===== config.mk =====
export PLATFORM = sky130hd
export DESIGN_NAME = click_generator
export DESIGN_NICKNAME = d
export VERILOG_FILES = /design/src/rtl/click_generator.sv
export SDC_FILE = /design/constraint.sdc
export NUM_CORES = 1
export LEC_CHECK = 0
export CORE_AREA = 2 2 68 63
export CTS_BUF_LIST = sky130_fd_sc_hd__clkbuf_16
export DETAILED_ROUTE_END_ITERATION = 16
export DIE_AREA = 0 0 70 65
export GPL_TIMING_DRIVEN = 1
export PLACE_DENSITY_LB_ADDON = 0.2
export SLEW_MARGIN = 20
export SYNTH_ARGS = -nofsm -noshare
export SYNTH_HDL_FRONTEND = slang
export SYNTH_SLANG_ARGS = --single-unit

===== constraint.sdc =====
create_clock -name i_clk -period 2.6 [get_ports i_clk]
set_input_delay 0.52 -clock i_clk [delete_from_list [all_inputs] [get_ports i_clk]]
set_output_delay 0.52 -clock i_clk [all_outputs]
set_load 0.05 [all_outputs]

===== src/rtl/click_generator.sv =====
// Metronome click generator: timed LED/tone burst per beat with bar tracking.
// Define CLICK_ACCENT_EN to enable downbeat accent tone, o_downbeat and o_beat_index.
module click_generator #(
  parameter int CLK_HZ    = 50_000_000,
  parameter int CLICK_MS  = 30,
  parameter int TONE_HZ   = 1000,
  parameter int ACCENT_HZ = 2000
) (
  input  logic       i_clk,
  input  logic       i_reset,
  input  logic       i_trigger,
  input  logic [3:0] i_beats_per_bar,
  input  logic       i_mute,
  output logic       o_buzzer,
  output logic       o_led_beat,
  output logic       o_downbeat,
  output logic [3:0] o_beat_index
);

  localparam int CLICK_CYC_RAW = CLK_HZ / 1000 * CLICK_MS;
  localparam int HP_TONE_RAW   = CLK_HZ / (2 * TONE_HZ);
  localparam int HP_ACC_RAW    = CLK_HZ / (2 * ACCENT_HZ);
  localparam int CLICK_CYC     = (CLICK_CYC_RAW < 1) ? 1 : CLICK_CYC_RAW;
  localparam int HP_TONE       = (HP_TONE_RAW < 1) ? 1 : HP_TONE_RAW;
  localparam int HP_ACC        = (HP_ACC_RAW < 1) ? 1 : HP_ACC_RAW;
  localparam int HP_MAX        = (HP_TONE > HP_ACC) ? HP_TONE : HP_ACC;
  localparam int DUR_W         = $clog2(CLICK_CYC + 1);
  localparam int HP_W          = $clog2(HP_MAX + 1);

  localparam logic [DUR_W-1:0] DUR_LOAD     = DUR_W'(CLICK_CYC - 1);
  localparam logic [DUR_W-1:0] DUR_ONE      = DUR_W'(1);
  localparam logic [HP_W-1:0]  HP_ONE       = HP_W'(1);
  localparam logic [HP_W-1:0]  HP_TONE_LAST = HP_W'(HP_TONE - 1);

  typedef enum logic [0:0] {
    IDLE  = 1'b0,
    CLICK = 1'b1
  } state_t;

  state_t            state_q, state_d;
  logic [DUR_W-1:0]  dur_q, dur_d;
  logic [HP_W-1:0]   hp_q, hp_d;
  logic              buzzer_q, buzzer_d;
  logic [HP_W-1:0]   hp_last;

`ifdef CLICK_ACCENT_EN
  localparam logic [HP_W-1:0] HP_ACC_LAST = HP_W'(HP_ACC - 1);

  logic       downbeat_q, downbeat_d;
  logic [3:0] beat_idx_q, beat_idx_d;
  logic [3:0] next_idx_q, next_idx_d;
  logic [3:0] bar_len;

  assign bar_len = (i_beats_per_bar == 4'd0) ? 4'd1 : i_beats_per_bar;
  assign hp_last = (beat_idx_q == 4'd0) ? HP_ACC_LAST : HP_TONE_LAST;
`else
  logic unused_bpb;

  assign unused_bpb = ^i_beats_per_bar;
  assign hp_last    = HP_TONE_LAST;
`endif

  // A trigger always wins, including on the final click cycle, so retriggers never leave a gap.
  always_comb begin
    state_d  = state_q;
    dur_d    = dur_q;
    hp_d     = hp_q;
    buzzer_d = buzzer_q;
`ifdef CLICK_ACCENT_EN
    downbeat_d = downbeat_q;
    beat_idx_d = beat_idx_q;
    next_idx_d = next_idx_q;
`endif
    if (i_trigger) begin
      state_d  = CLICK;
      dur_d    = DUR_LOAD;
      hp_d     = '0;
      buzzer_d = 1'b1;
`ifdef CLICK_ACCENT_EN
      beat_idx_d = next_idx_q;
      downbeat_d = (next_idx_q == 4'd0);
      // Comparing in 5 bits lets an out-of-range index wrap after one emission.
      if (({1'b0, next_idx_q} + 5'd1) >= {1'b0, bar_len}) begin
        next_idx_d = 4'd0;
      end else begin
        next_idx_d = next_idx_q + 4'd1;
      end
`endif
    end else if (state_q == CLICK) begin
      if (dur_q == '0) begin
        state_d  = IDLE;
        hp_d     = '0;
        buzzer_d = 1'b0;
`ifdef CLICK_ACCENT_EN
        downbeat_d = 1'b0;
`endif
      end else begin
        dur_d = dur_q - DUR_ONE;
        if (hp_q == hp_last) begin
          hp_d     = '0;
          buzzer_d = ~buzzer_q;
        end else begin
          hp_d = hp_q + HP_ONE;
        end
      end
    end
  end

  always_ff @(posedge i_clk or posedge i_reset) begin
    if (i_reset) begin
      state_q  <= IDLE;
      dur_q    <= '0;
      hp_q     <= '0;
      buzzer_q <= 1'b0;
    end else begin
      state_q  <= state_d;
      dur_q    <= dur_d;
      hp_q     <= hp_d;
      buzzer_q <= buzzer_d;
    end
  end

`ifdef CLICK_ACCENT_EN
  always_ff @(posedge i_clk or posedge i_reset) begin
    if (i_reset) begin
      downbeat_q <= 1'b0;
      beat_idx_q <= 4'd0;
      next_idx_q <= 4'd0;
    end else begin
      downbeat_q <= downbeat_d;
      beat_idx_q <= beat_idx_d;
      next_idx_q <= next_idx_d;
    end
  end

  assign o_downbeat   = downbeat_q;
  assign o_beat_index = beat_idx_q;
`else
  assign o_downbeat   = 1'b0;
  assign o_beat_index = 4'd0;
`endif

  // Mute gates only the audio path; timing state keeps running.
  assign o_buzzer   = buzzer_q & ~i_mute;
  assign o_led_beat = (state_q == CLICK);

endmodule


==> reports/metrics.cfg <==
[outcome]
status=completed

[setup_path]
path_cells=inv_1 > ha_1 > nor4b_1 > and3_2 > a21oi_1 > nand2_1 > o31ai_1
slowest_stage=a21oi_1
reg2reg_from=dur_q[0]
crit_required_ns=2.79
crit_fanout=17
endpoint=hp_q[4]
ff2ff_path_depth=7
worst_setup_path_end_kind=flop
critPathKind=flop to flop
crit_path_start=dur_q[0]
crit_path_start_kind=flop
cp_slowest_stage_delay_ns=0.56
rrSetupSlack_ns=0.27
critPathArrivalTime_ns=2.52
r2r_end=hp_q[4]

[global_route]
grt_antenna_before_repair=0
grt_pass1_vias=1536
grt-ovfl-total=0
grt_max_degree=18
grt.total_usage_pct=20.8
grt_pass1_wl_um=7380

[final_layout]
antenna_cells=0
final_cell_mix=dfrtp_1, nand2_1, nor2_1, xnor2_1
synthToLayoutAreaGrowth_pct=11.3
final_cells=282
ff_latch_area_um2=951
drive_gt1_share_pct=10.3
postLayoutCoreUtil_pct=61.2
final_common_cell=dfrtp_1
fillCellCount=355
layout.nets=244
multiInputGateArea_um2=1110

[sta]
setup_tns_ns=0
fin_crit_sh_pct=89.7
period_needed_ns=2.33
tightest_slew_ns=0.773
clock_skew_ns=0.00359
clock.fmax_ghz=0.429
max_slew_margin_pct=48.3
rsz0062_at_grt=false
final-hold-violation-count=0
final-max-slew-violation-count=0
setup_violations=0

[cts]
cts_max_level=2
cts-resized-gates=0
cts_tree=built
cts_sinks=38
ctsHoldBuffers=0
clk_latency_ns=0.28
cts_buffers=5
root_buffer=clkbuf_16
cts_setup_buffers=0
clk_pin_slew_ns=0.05
clk_path_buf_depth=2

[synth]
ys.flop_type=dfrtp_1
synth_seq_cells=38
synth_top_area_share_pct=44.2
synth_edf_count=0
synthTopCellsByArea=dfrtp_1, xnor2_1, nand2_1
seq_area_frac_synth_pct=44.2
synth_top_area_cell=dfrtp_1
yosysWarnings=0
synthCells=223
async_reset_ff_share_pct=100
yosysUniqueCellTypes=52
syn_area_um2=2150
synth_area_per_cell_um2=9.64

[floorplanning]
core_um2=3910
die_h_um=65
num_io_pins=15
num_rows=22
initial_core_util_pct=55.0
die_w_um=70
die_area_um2=4550

[place]
dp.cells=274
gp_congestion=0.821
portBuffers=5
post-dp-hpwl_um=2970

[hold_path]
hold_class=flop to flop
worstHoldStart=dur_q[20]

[drt]
viasPerCell=5.76
first_pass_iters=4
drtIter0Drc=111
detailroute.via_count=1624
drcViolationCount=0
ant_nets=0
wl_um=4220
wire_per_inst_um=15.0

[pwr]
leakage_uw=0.000893
power_density_nw_per_um2=527
ir_drop_uv=451

[flow_run]
cap_violations=0

flip-flops by register name, summed over array words and instances, names as in the netlist:
register	flops
dur_q	21
hp_q	15
buzzer_q	1
o_led_beat	1
worst min path at each step:
stage	cells past startpoint	slack, ns	to
after floorplan	2	0.47	hp_q[1]
after global placement	2	0.50	hp_q[1]
after detailed placement	2	0.52	dur_q[20]
after CTS	1	0.53	hp_q[0]
after global routing	1	0.55	hp_q[12]
final	2	0.52	dur_q[20]
cell usage after synthesis (2+ instances only):
cell type / n
and3_1: 2
a211oi_1: 3
nand4_1: 3
a21o_1: 2
ha_1: 3
buf_4: 5
nand2_1: 26
buf_2: 2
xnor2_1: 18
xor2_1: 7
nand4b_1: 3
a22oi_1: 2
nand2b_1: 2
nor4b_1: 2
dfrtp_1: 38
nor4_1: 6
a21oi_1: 10
o211ai_1: 3
nand3_1: 10
or4_1: 3
inv_1: 8
nor3_1: 3
clkbuf_1: 6
a2111oi_0: 3
nor2_1: 18
o21ai_0: 9
area by class of cell:
class	instances	share of cell area (%)
multi-input cells	168	46.5
flip-flops and latches	38	39.7
clock buffers	5	5.23
repair buffers	12	4.18
well taps	48	2.51
inverters	8	1.26
clock inverters	3	0.523
worst max-delay path, delay by kind of cell, from the launching register on:
family          cells  cell delay [ns]
compound gates      2             0.82
simple gates        3             0.73
flops               1             0.39
fa+ha+maj           1             0.19
buf+inv             1             0.10
stage by stage:
| step | total power [µW] | worst slack (ns) | hold WS [ns] | instance area (µm²) |
|---|---|---|---|---|
| final | 1260 | 0.268 | 0.525 | 2390 |
| after global routing | 1310 | 0.0625 | 0.551 | 2390 |
| after CTS | 1280 | 0.304 | 0.530 | 2390 |
| after detailed placement | 706 | 0.277 | 0.518 | 2250 |
| after global placement | 705 | 0.302 | 0.504 | 2250 |
| after floorplan | 686 | 0.562 | 0.475 | 2160 |
report_power, final:
part / total (µW) / internal [µW] / switching (µW)
clock network: 568 / 346 / 222
registers: 612 / 601 / 10.4
logic: 82.4 / 24.9 / 57.6
cell families after synthesis:
family,synth area share (%)
xor gates and xnor gates,10.2
DFF,44.2
adders and majority gates,1.75
buffers and inverters,4.66
AOI/OAI and AO/OA,14.3
and+or+nand+nor,24.3
muxes,0.466
other,0.174
routing by layer:
metal / vias up / track usage, % / share of wire (%)
met5: - / 0 / 0
met4: 0 / 7.93 / 1.7
met3: 8 / 4.67 / 3.8
met2: 34 / 29.4 / 41
met1: 777 / 31.1 / 54
li1: 805 / - / -
Note: power is estimated with default switching activity, not from simulation.
